[config.mk]
export PLATFORM = sky130hd
export DESIGN_NAME = psg_cmd_writer
export DESIGN_NICKNAME = d
export VERILOG_FILES = /design/src/rtl/psg_pkg.sv /design/src/rtl/psg_cmd_fifo.sv /design/src/rtl/psg_cmd_writer.sv
export SDC_FILE = /design/constraint.sdc
export NUM_CORES = 1
export LEC_CHECK = 0
export CORE_UTILIZATION = 47
export CTS_BUF_LIST = sky130_fd_sc_hd__clkbuf_8
export DETAILED_ROUTE_END_ITERATION = 16
export GPL_TIMING_DRIVEN = 0
export PLACE_DENSITY = 0.72
export SLEW_MARGIN = 10
export SYNTH_ARGS = -nofsm -noshare
export SYNTH_HDL_FRONTEND = slang
export SYNTH_SLANG_ARGS = --single-unit
[constraint.sdc]
create_clock -name clk -period 3.5 [get_ports clk]
set_input_delay 0.7 -clock clk [delete_from_list [all_inputs] [get_ports clk]]
set_output_delay 0.7 -clock clk [all_outputs]
set_load 0.02 [all_outputs]
[src/rtl/psg_pkg.sv]
// psg_pkg: shared constants and byte encoders for the PSG command writer.
//   - FSM state codes (IDLE, LATCH, GAP_A, DATA, GAP_B)
//   - Opcode constants for the SN76489 latch/data byte protocol
//   - encode_latch(): builds the first (latch) byte of any command
//   - encode_data(): builds the second (data) byte of a tone frequency write
package psg_pkg;

  localparam logic [2:0] ST_IDLE  = 3'd0;
  localparam logic [2:0] ST_LATCH = 3'd1;
  localparam logic [2:0] ST_GAP_A = 3'd2;
  localparam logic [2:0] ST_DATA  = 3'd3;
  localparam logic [2:0] ST_GAP_B = 3'd4;

  localparam logic [7:0] LATCH_BIT = 8'h80;
  localparam logic [1:0] NOISE_CH  = 2'd3;

  // FIFO entry layout: {ch[1:0], atten, data[9:0]}
  localparam int CMD_W = 13;

  // Latch byte: {1, ch, type, payload}. Noise control reuses the ch3 latch with
  // type=0 and only a 3-bit payload {fb, nf[1:0]}.
  function automatic logic [7:0] encode_latch(input logic [1:0] ch,
                                              input logic       atten,
                                              input logic [3:0] data);
    if (atten)
      return LATCH_BIT | {1'b0, ch, 1'b1, data};
    else if (ch == NOISE_CH)
      return LATCH_BIT | {1'b0, ch, 2'b00, data[2:0]};
    else
      return LATCH_BIT | {1'b0, ch, 1'b0, data};
  endfunction

  function automatic logic [7:0] encode_data(input logic [5:0] hi);
    return {2'b00, hi};
  endfunction

endpackage

[src/rtl/psg_cmd_fifo.sv]
// psg_cmd_fifo: small synchronous FIFO holding pending PSG commands.
// Ports:
//   clk, reset      clock, asynchronous active-high reset (pointers only)
//   push, din       write request / entry (ignored when full)
//   pop             read request (ignored when empty)
//   dout            head entry, valid while !empty
//   full, empty     occupancy flags
module psg_cmd_fifo #(
  parameter int DEPTH = 4,
  parameter int WIDTH = 13
) (
  input  logic             clk,
  input  logic             reset,
  input  logic             push,
  input  logic [WIDTH-1:0] din,
  input  logic             pop,
  output logic [WIDTH-1:0] dout,
  output logic             full,
  output logic             empty
);

  localparam int AW = $clog2(DEPTH);

  logic [WIDTH-1:0] mem [DEPTH];
  // One extra pointer bit distinguishes full from empty when indices match.
  logic [AW:0]      wr_ptr;
  logic [AW:0]      rd_ptr;
  logic             do_push;
  logic             do_pop;

  assign empty   = (wr_ptr == rd_ptr);
  assign full    = (wr_ptr[AW] != rd_ptr[AW]) && (wr_ptr[AW-1:0] == rd_ptr[AW-1:0]);
  assign do_push = push && !full;
  assign do_pop  = pop && !empty;
  assign dout    = mem[rd_ptr[AW-1:0]];

  always_ff @(posedge clk) begin
    if (do_push) mem[wr_ptr[AW-1:0]] <= din;
  end

  always_ff @(posedge clk or posedge reset) begin
    if (reset) begin
      wr_ptr <= '0;
      rd_ptr <= '0;
    end else begin
      if (do_push) wr_ptr <= wr_ptr + (AW+1)'(1);
      if (do_pop)  rd_ptr <= rd_ptr + (AW+1)'(1);
    end
  end

endmodule

[src/rtl/psg_cmd_writer.sv]
// psg_cmd_writer: buffers high-level PSG commands and serialises them into the
// SN76489 latch/data byte protocol, with a programmable idle gap between strobes.
// Ports:
//   clk, reset                 clock, asynchronous active-high reset
//   cmd_valid / cmd_ready      command handshake (ready = FIFO not full)
//   cmd_ch, cmd_atten, cmd_data  channel, attenuation select, payload
//   psg_wrdata, psg_wren       registered byte and one-cycle strobe to the psg
//   idle                       FIFO empty and FSM in IDLE
//
// state  | meaning
// IDLE   | waiting for a queued command; pops and emits the latch byte
// LATCH  | latch byte strobe cycle; loads gap counter
// GAP_A  | wren-low gap after latch byte; decides whether a data byte follows
// DATA   | data byte strobe cycle; loads gap counter
// GAP_B  | wren-low gap after data byte
module psg_cmd_writer
  import psg_pkg::*;
#(
  parameter int FIFO_DEPTH     = 4,
  parameter int GAP_CYCLES     = 32,
  parameter int SKIP_REDUNDANT = 0
) (
  input  logic       clk,
  input  logic       reset,
  input  logic       cmd_valid,
  output logic       cmd_ready,
  input  logic [1:0] cmd_ch,
  input  logic       cmd_atten,
  input  logic [9:0] cmd_data,
  output logic [7:0] psg_wrdata,
  output logic       psg_wren,
  output logic       idle
);

  localparam int            GW       = $clog2(GAP_CYCLES + 1);
  localparam logic [GW-1:0] GAP_LOAD = GW'(GAP_CYCLES - 1);

  logic [CMD_W-1:0] fifo_dout;
  logic             fifo_full;
  logic             fifo_empty;
  logic             fifo_pop;

  logic [2:0]    state;
  logic [GW-1:0] gap_cnt;
  logic [1:0]    cur_ch;
  logic          cur_atten;
  logic [5:0]    cur_hi;
  logic [5:0]    shadow_hi [3];
  logic [2:0]    shadow_valid;

  logic is_freq;
  logic redundant;

  assign cmd_ready = !fifo_full;
  assign fifo_pop  = (state == ST_IDLE) && !fifo_empty;
  assign idle      = fifo_empty && (state == ST_IDLE);

  psg_cmd_fifo #(
    .DEPTH (FIFO_DEPTH),
    .WIDTH (CMD_W)
  ) u_fifo (
    .clk   (clk),
    .reset (reset),
    .push  (cmd_valid && cmd_ready),
    .din   ({cmd_ch, cmd_atten, cmd_data}),
    .pop   (fifo_pop),
    .dout  (fifo_dout),
    .full  (fifo_full),
    .empty (fifo_empty)
  );

  // Only tone frequency writes carry a data byte; it may be dropped when the
  // psg already holds the same upper divider bits for that channel.
  assign is_freq   = !cur_atten && (cur_ch != NOISE_CH);
  assign redundant = (SKIP_REDUNDANT != 0) && shadow_valid[cur_ch] &&
                     (shadow_hi[cur_ch] == cur_hi);

  always_ff @(posedge clk or posedge reset) begin
    if (reset) begin
      state        <= ST_IDLE;
      gap_cnt      <= '0;
      cur_ch       <= '0;
      cur_atten    <= 1'b0;
      cur_hi       <= '0;
      psg_wrdata   <= 8'h00;
      psg_wren     <= 1'b0;
      shadow_valid <= '0;
      for (int i = 0; i < 3; i++) shadow_hi[i] <= '0;
    end else begin
      case (state)
        ST_IDLE: begin
          if (!fifo_empty) begin
            cur_ch     <= fifo_dout[12:11];
            cur_atten  <= fifo_dout[10];
            cur_hi     <= fifo_dout[9:4];
            psg_wrdata <= encode_latch(fifo_dout[12:11], fifo_dout[10], fifo_dout[3:0]);
            psg_wren   <= 1'b1;
            state      <= ST_LATCH;
          end
        end
        ST_LATCH: begin
          psg_wren <= 1'b0;
          gap_cnt  <= GAP_LOAD;
          state    <= ST_GAP_A;
        end
        ST_GAP_A: begin
          if (gap_cnt != '0) begin
            gap_cnt <= gap_cnt - GW'(1);
          end else if (is_freq && !redundant) begin
            psg_wrdata           <= encode_data(cur_hi);
            psg_wren             <= 1'b1;
            shadow_hi[cur_ch]    <= cur_hi;
            shadow_valid[cur_ch] <= 1'b1;
            state                <= ST_DATA;
          end else begin
            state <= ST_IDLE;
          end
        end
        ST_DATA: begin
          psg_wren <= 1'b0;
          gap_cnt  <= GAP_LOAD;
          state    <= ST_GAP_B;
        end
        ST_GAP_B: begin
          if (gap_cnt != '0) gap_cnt <= gap_cnt - GW'(1);
          else               state   <= ST_IDLE;
        end
        default: state <= ST_IDLE;
      endcase
    end
  end

endmodule

==> results.txt, run 1 <==
Worst setup EP type: output pin
Worst EP required: 2.80 ns
Number of global-route vias before repair: 2025
Slew at the pin closest to its max-slew limit: 0.736 ns
Pwr Density: 934 nW/um^2
Setup violators final: 0
Leakage power: 1.59 nW
Hold_buf cts: 0
Synth warnings: 0
Mapped Avg Cell Area: 15.8 um^2
First-pass GRT wire length: 9.99 mm
Initial DRC Count: 97
Clock Pin Slew Worst Setup and Hold Paths: 0.09 ns
CTS sink count: 85
Htree depth: 3
Most common cell in the netlist: edfxtp_1
Multi-input logic area: 1150 um^2
Drc violations: 0
CTS Root Cell: clkbuf_8
Post-CTS resize count: 0
Status: completed
Die H: 90.2 um
CP arrival: 2.29 ns
Synthesized instance count: 231
Final-report hold violation count: 0
Most instantiated cells after synthesis: 52 x edfxtp_1, 33 x dfrtp_1, 13 x mux4_2
N_diodes: 0
Row count: 31
Area grow syn2layout: 16.6%
Main flop type after synthesis: edfxtp_1
Tmin final: 2.99 ns
Max-Slew Margin vs Limit: 50.9%
Ports: 27
Fmax: 0.335 GHz
Antenna violations before repair: 0
WP buf/inv: 2
Top cells by area, synth: edfxtp_1 43%, dfrtp_1 23%, mux4_2 8.0%, mux2_2 3.1%, ha_1 2.4%
Vias per cell: 5.32
Post-Syn Nets: 254
Total congestion overflow: 0
FILL cells: 618
Critical path class: reg -> out
DIE WIDTH: 90.2 um
GP Congestion: 0.820
RSZ-0062 raised after global routing: no
Sequential share of the synthesized area: 65.3%
DP Area: 4040 um^2
CP startpoint kind: flip-flop
Die area: 8140 um^2
Port bufs: 26
Design Area, Final: 4260 um^2
CP top delay family: buffers and inverters
CP Cell Sequence: clkbuf_8 > or3_1 > nor4bb_1 > clkdlybuf4s50_1
Hold WC Path Type: reg -> reg
TNS Setup: 0 ns
Final Skew: 0.00799 ns
Final count of pins violating max slew: 0
Post-synth EDFFs: 52
Vias: 1979
CTS buffer count: 9
Initial Utilization: 49.6%
CTS tree: yes
VDD IR max: 353 uV
Reg area: 2390 um^2
Largest net degree at the start of global routing: 34
Final period utilization: 85.4%
Synth area leader: edfxtp_1
Post-CTS Setup Bufs: 0
Detailed Route WL: 6.09 mm
DP HPWL: 4.05 mm
Post-Syn Area: 3660 um^2
Max-cap violations: 0
Clock insertion delay at the later pin of the skew report: 0.35 ns
CP max-delay cell: clkdlybuf4s50_1
Initial DRT Pass Iterations: 4
ANT nets after route: 0
Synthesis-stage register bit count: 85
Max Root-Sink Buffers: 2
Core box area: 7370 um^2
Layout Nets: 291
Share of the synthesized area in the top cell type: 42.7%
Gr usage total: 16.3%
Critical Path Fanout Max: 9
Layout cells sized above 1: 21.6%
Critical Path Max Stage Delay: 0.66 ns
Hold_ws: 0.492 ns
Post-synth ARST share: 38.8%
Post-synth cell types: 44
Drt wl/cell: 16.4 um
==> through the flow <==
step	setup slack, ns	instances	total power [mW]	util, %
after detailed placement	0.897	356	3.26	54.8
after global routing	0.385	372	4.22	57.8
after CTS	0.501	372	4.03	57.8
final	0.511	372	3.98	57.8
after floorplan	1.17	231	2.80	-
after global placement	0.881	356	3.22	54.8
==> layer usage <==
metal / share of wire, % / up-vias / GRT usage [%]
li1: - / 948 / -
met2: 51 / 31 / 26.5
met4: 1.2 / 0 / 7.66
met5: 0 / - / 0
met1: 46 / 995 / 20.7
met3: 2.7 / 5 / 3.72
==> area by class of cell <==
cell class,instances,share of cell area [%]
plain buffers,10,1.97
clock buffers,9,2.91
clock inverters,7,2.29
inverters,10,0.881
multi-input cells,126,26.9
flip-flops and latches,85,56.0
well taps,99,2.91
repair buffers,26,6.11
==> flip-flops by register name (all words and copies together) (netlist names) <==
name           count
cur_atten          1
cur_ch             2
cur_hi             6
gap_cnt            6
psg_wrdata         8
psg_wren           1
state              3
u_fifo.mem        52
u_fifo.rd_ptr      3
u_fifo.wr_ptr      3
==> worst paths after layout <==
kind / start / end / slack, ns / cells past startpoint
max in group asynchronous: reset / u_fifo.rd_ptr[1]$_DFFE_PP0P_ / 2.27 / 2
max: state[1]$_DFFE_PP0P_ / idle / 0.51 / 4
min in group asynchronous: reset / psg_wrdata[1]$_DFFE_PP0P_ / 0.78 / 2
min: psg_wrdata[7]$_DFFE_PP0P_ / psg_wrdata[7]$_DFFE_PP0P_ / 0.49 / 1
min reg2reg: psg_wrdata[7]$_DFFE_PP0P_ / psg_wrdata[7]$_DFFE_PP0P_ / 0.49 / 1
max reg2reg: u_fifo.rd_ptr[1]$_DFFE_PP0P_ / u_fifo.mem[3][10]$_DFFE_PP_ / 1.40 / 4
==> logic make-up after synthesis <==
group	after synthesis	share of synthesized area, %
buffers and inverters	20	3.32
AOI/OAI and AO/OA	37	7.22
and+or+nand+nor	43	6.29
xor gates and xnor gates	11	3.04
muxes	28	12.5
adders and majority gates	7	2.39
DFF	85	65.3
==> placed cells by master, fill, tap and decap left out, types with 3 or more instances in the layout <==
cell type / synthesis / final
clkdlybuf4s50_1: 0 / 26
a31oi_1: 4 / 4
dfrtp_1: 33 / 33
mux2_2: 10 / 10
edfxtp_1: 52 / 52
nor2_1: 12 / 12
mux4_2: 13 / 13
and3_1: 4 / 4
mux2i_1: 5 / 5
buf_6: 4 / 4
clkbuf_8: 1 / 10
nand2_1: 11 / 11
nand3_1: 5 / 5
o211ai_1: 5 / 5
xor2_1: 5 / 5
inv_1: 10 / 9
ha_1: 7 / 7
a21oi_1: 6 / 6
o21ai_0: 7 / 7
a21oi_2: 3 / 3
xnor2_1: 4 / 4
==> report_power, final <==
part / leakage, nW / switching [mW] / internal (mW)
Combinational: 0.630 / 0.867 / 0.797
Sequential: 0.852 / 0.146 / 1.40
Clock: 0.106 / 0.360 / 0.406
Note: power is estimated with default switching activity, not from simulation.
==> inputs of run 2 (changes only) <==
MAX_ROUTING_LAYER = met4   (was unset)
SYNTH_HIERARCHICAL = 1   (was unset)
==> run 2 against run 1 <==
Effect of this change: clock power down 9.8%; register-to-register slack worse by 0.59 ns; critical endpoint unchanged; total power up 4.3%; largest power group unchanged; maximum frequency down 11%.
==> results.txt, run 2 <==
Main flop type after synthesis: edfxtp_1
Hold WC Path Type: reg -> reg
Most common cell in the netlist: edfxtp_1
Detailed Route WL: 6.88 mm
Clock Pin Slew Worst Setup and Hold Paths: 0.09 ns
Clock insertion delay at the later pin of the skew report: 0.36 ns
Post-CTS resize count: 0
Most instantiated cells after synthesis: 52 x edfxtp_1, 33 x dfrtp_1, 14 x inv_1, 14 x mux2_2, 13 x mux4_2
Synthesis-stage register bit count: 85
Worst setup EP type: output pin
Worst EP required: 2.80 ns
CTS sink count: 85
Most frequent cells in the layout: 52 x edfxtp_1, 33 x dfrtp_1, 26 x clkdlybuf4s50_1
Post-synth cell types: 57
ANT nets after route: 0
Final-report hold violation count: 0
CTS buffer count: 9
Antenna violations before repair: 0
Largest net degree at the start of global routing: 28
Tmin final: 3.34 ns
Max Root-Sink Buffers: 2
Setup violators final: 0
CTS Root Cell: clkbuf_8
Max-Slew Margin vs Limit: 29.0%
Drt wl/cell: 17.4 um
Initial DRT Pass Iterations: 4
Final count of pins violating max slew: 0
Fmax: 0.299 GHz
Htree depth: 3
Share of the synthesized area in the top cell type: 40.3%
Top cells by area, synth: edfxtp_1 40%, dfrtp_1 21%, mux4_2 7.6%, mux2_2 4.1%, ha_1 2.3%
Leakage power: 1.63 nW
DP HPWL: 4.72 mm
TNS Setup: 0 ns
Die H: 92.8 um
Critical Path Fanout Max: 7
Core box area: 7850 um^2
Initial Utilization: 49.4%
Die area: 8620 um^2
Drc violations: 0
Port bufs: 26
Mapped Avg Cell Area: 15.4 um^2
DP Area: 4270 um^2
Number of global-route vias before repair: 2172
Pwr Density: 930 nW/um^2
Post-Syn Area: 3880 um^2
Post-synth ARST share: 38.8%
Synthesized instance count: 251
Most common cell after layout, fill and taps aside: edfxtp_1
Layout Nets: 311
CTS tree: yes
Post-CTS Setup Bufs: 0
Max FFs per register: 52
Row count: 32
Vias: 2217
Ports: 27
N_diodes: 0
Vias per cell: 5.61
CP arrival: 2.64 ns
Final Non-Filler Cells: 395
Final period utilization: 95.5%
R2R setup slack: 0.81 ns
Sequential share of the synthesized area: 61.6%
Design Area, Final: 4460 um^2
Critical path class: reg -> out
CP max-delay cell: clkdlybuf4s50_1
CP Cell Sequence: buf_6 > xor2_2 > nor3_1 > nor3b_1 > clkdlybuf4s50_1
Post-synth EDFFs: 52
Critical Path Max Stage Delay: 0.64 ns
Hold_buf cts: 0
Area grow syn2layout: 15.0%
Final Skew: 0.0140 ns
GP Congestion: 0.835
VDD IR max: 436 uV
Synth area leader: edfxtp_1
Inst Count DP: 379
Total power: 4.15 mW
Gr usage total: 18.3%
CP startpoint kind: flip-flop
First-pass GRT wire length: 11.5 mm
RSZ-0062 raised after global routing: no
Status: completed
Max-cap violations: 0
Slew at the pin closest to its max-slew limit: 1.06 ns
FILL cells: 635
Synth warnings: 6
Total congestion overflow: 0
Post-Syn Nets: 274
DIE WIDTH: 92.8 um
Initial DRC Count: 92
Layout cells sized above 1: 23.5%
## run 2: worst paths after layout
check,start,to,depth (start not counted)
setup / recovery,u_fifo/rd_ptr[0]$_DFFE_PP0P_,idle,5
hold / removal,psg_wrdata[7]$_DFFE_PP0P_,psg_wrdata[7]$_DFFE_PP0P_,1
setup reg to reg,u_fifo/rd_ptr[1]$_DFFE_PP0P_,u_fifo/mem[3][10]$_DFFE_PP_,7
hold reg to reg,psg_wrdata[7]$_DFFE_PP0P_,psg_wrdata[7]$_DFFE_PP0P_,1
max in group asynchronous,reset,cur_hi[3]$_DFFE_PP0P_,2
min in group asynchronous,reset,u_fifo/wr_ptr[1]$_DFFE_PP0P_,2
## run 2: power breakdown
part           internal [mW]  switching [mW]  leakage, nW
combinational          0.888           0.998        0.672
sequential              1.41           0.165        0.858
clock                  0.333           0.358        0.102
total                   2.63            1.52         1.63
## run 2: worst max-delay path, delay by kind of cell, from the launching register on
kind | cells | cell delay, ns
flip-flops | 1 | 0.41
buffers and inverters | 2 | 0.80
XOR/XNOR | 1 | 0.22
AND/OR/NAND/NOR | 2 | 0.87
## run 2: logic make-up after synthesis
| logic type | after synthesis | synth area share [%] |
|---|---|---|
| simple gates | 50 | 8.16 |
| mux | 33 | 13.5 |
| compound gates | 44 | 9.00 |
| flops | 85 | 61.6 |
| xor+xnor | 9 | 2.61 |
| buf+inv | 23 | 2.94 |
| fa+ha+maj | 7 | 2.26 |
## run 2: layout make-up
| cell class | instances | area (um^2) | area share (%) |
|---|---|---|---|
| inverter | 14 | 52.6 | 1.18 |
| multi-input combinational | 143 | 1380 | 30.9 |
| clock inverter | 7 | 71.3 | 1.60 |
| clock buffer | 9 | 124 | 2.78 |
| buffer | 9 | 61.3 | 1.37 |
| timing repair buffer | 26 | 260 | 5.83 |
| sequential | 85 | 2390 | 53.5 |
| tap | 102 | 128 | 2.86 |
## run 2: through the flow
stage          hold slack (ns)  setup slack [ns]  util, %
2_1_floorplan            0.475              1.08        -
3_3_place_gp             0.468             0.553     54.4
3_5_place_dp             0.472             0.562     54.4
4_1_cts                  0.493             0.163     56.8
5_1_grt                  0.503            0.0343     56.8
6_report                 0.488             0.159     56.8
## run 2: per-layer routing
layer	GRT usage [%]	share of wire, %
met1	25.5	48
met5	-	0
met3	4.43	3.6
met2	27.1	47
met4	4.87	1.2
==> inputs of run 3 (changes only) <==
CTS_CLUSTER_DIAMETER = 120   (was unset)
REMOVE_ABC_BUFFERS = 1   (was unset)
SLEW_MARGIN = unset   (was 10)
==> run 3 against run 2 <==
Effect of this change: clock-buffer cell count did not move; critical path depth fell by 1; register-to-register slack lost 0.08 ns; sequential share of layout area is 0.55 points higher; critical endpoint unchanged; routed wire length decreased by 6.5%; critical path type unchanged; combinational power decreased by 13%; final cell count shrank 2.3%.
==> results.txt, run 3 (same netlist as run 2, synthesis figures left out) <==
Fmax: 0.312 GHz
RSZ-0062 raised after global routing: no
DP HPWL: 4.22 mm
ANT nets after route: 0
Max-Slew Margin vs Limit: 29.2%
Max FFs per register: 52
Vias per cell: 5.55
Gr usage total: 17.1%
TNS Setup: 0 ns
Final Skew: 0.00644 ns
DIE WIDTH: 92.8 um
Final period utilization: 91.5%
Leakage power: 1.59 nW
CTS sink count: 85
Core box area: 7850 um^2
Critical path class: reg -> out
VDD IR max: 297 uV
Port bufs: 26
N_diodes: 0
GP Congestion: 0.836
CTS Root Cell: clkbuf_8
Setup violators final: 0
Initial DRT Pass Iterations: 4
Largest net degree at the start of global routing: 28
Final-report hold violation count: 0
Drt wl/cell: 16.7 um
Ports: 27
Die area: 8620 um^2
First-pass GRT wire length: 10.7 mm
R2R setup slack: 0.73 ns
Most frequent cells in the layout: 52 x edfxtp_1, 31 x dfrtp_1, 26 x clkdlybuf4s50_1
Worst EP required: 2.80 ns
Critical Path Fanout Max: 17
Hold WC Path Type: reg -> reg
Die H: 92.8 um
CP arrival: 2.50 ns
Vias: 2142
Area grow syn2layout: 14.1%
Most common cell after layout, fill and taps aside: edfxtp_1
Initial Utilization: 49.4%
CTS buffer count: 9
Detailed Route WL: 6.43 mm
Antenna violations before repair: 0
FILL cells: 661
Slew at the pin closest to its max-slew limit: 1.06 ns
Drc violations: 0
Row count: 32
Htree depth: 3
Max Root-Sink Buffers: 2
Worst setup EP type: output pin
Status: completed
Total congestion overflow: 0
Layout Nets: 302
Final Non-Filler Cells: 386
Clock Pin Slew Worst Setup and Hold Paths: 0.09 ns
Inst Count DP: 370
Layout cells sized above 1: 22.9%
Max-cap violations: 0
Clock insertion delay at the later pin of the skew report: 0.35 ns
Initial DRC Count: 77
DP Area: 4200 um^2
Tmin final: 3.20 ns
CP startpoint kind: flip-flop
Design Area, Final: 4420 um^2
Pwr Density: 925 nW/um^2
Number of global-route vias before repair: 2129
CTS tree: yes
Final count of pins violating max slew: 0
==> run 3: cell types whose count changed in the layout (fill, tap and decap cells not counted), sizes merged <==
cell,change
buf,-8
clkbuf,-1
==> run 3: what timing repair did <==
item	in CTS	in global routing
hold buffers	0	0
pin swaps	0	0
gates resized for setup	3	1
setup endpoints to repair	1	1
setup buffers	0	0
==> run 3: metal layers <==
layer	vias up	global-route usage [%]	share of wire [%]
li1	1016	-	-
met1	1074	23.2	47
met2	44	25.4	48
met3	8	4.19	3.2
met4	0	5.77	1.5
met5	-	-	0
==> run 3: area by class of cell <==
class | count | area, um^2 | share of cell area, %
Clock inverter | 7 | 86.3 | 1.95
Sequential cell | 85 | 2390 | 54.1
Multi-Input combinational cell | 143 | 1380 | 31.2
Timing Repair Buffer | 26 | 260 | 5.88
Tap cell | 102 | 128 | 2.88
Clock buffer | 9 | 124 | 2.80
Inverter | 14 | 52.6 | 1.19
==> run 3: critical path, cell delays in order, from the launching register on <==
cell             delay [ns]
dfrtp_4                0.64
xor2_2                 0.27
nor3_2                 0.36
nor3b_1                0.23
clkdlybuf4s50_1        0.64
==> run 3: per-stage QoR <==
stage / hold slack (ns) / worst slack, ns / total power, mW / util (%)
2_1_floorplan: 0.475 / 0.648 / 2.91 / -
3_3_place_gp: 0.473 / -0.0690 / 3.35 / 53.6
3_5_place_dp: 0.483 / -0.0462 / 3.39 / 53.6
5_1_grt: 0.520 / 0.189 / 4.35 / 56.4
4_1_cts: 0.504 / 0.0893 / 4.13 / 56.3
6_report: 0.497 / 0.296 / 4.09 / 56.4
==> run 3: final timing paths <==
kind,from,to,depth (start not counted)
max reg2reg,u_fifo/rd_ptr[1]$_DFFE_PP0P_,u_fifo/mem[3][12]$_DFFE_PP_,6
min in group asynchronous,reset,u_fifo/rd_ptr[1]$_DFFE_PP0P_,2
max,u_fifo/rd_ptr[0]$_DFFE_PP0P_,idle,4
min reg2reg,psg_wrdata[2]$_DFFE_PP0P_,psg_wrdata[2]$_DFFE_PP0P_,1
max in group asynchronous,reset,cur_hi[0]$_DFFE_PP0P_,2
min,psg_wrdata[2]$_DFFE_PP0P_,psg_wrdata[2]$_DFFE_PP0P_,1
==> run 3: report_power, final <==
group / internal, mW / total (mW) / switching (mW) / leakage (nW)
combinational: 0.834 / 1.65 / 0.819 / 0.630
sequential: 1.41 / 1.71 / 0.301 / 0.856
clock: 0.347 / 0.727 / 0.380 / 0.105
total: 2.59 / 4.09 / 1.50 / 1.59
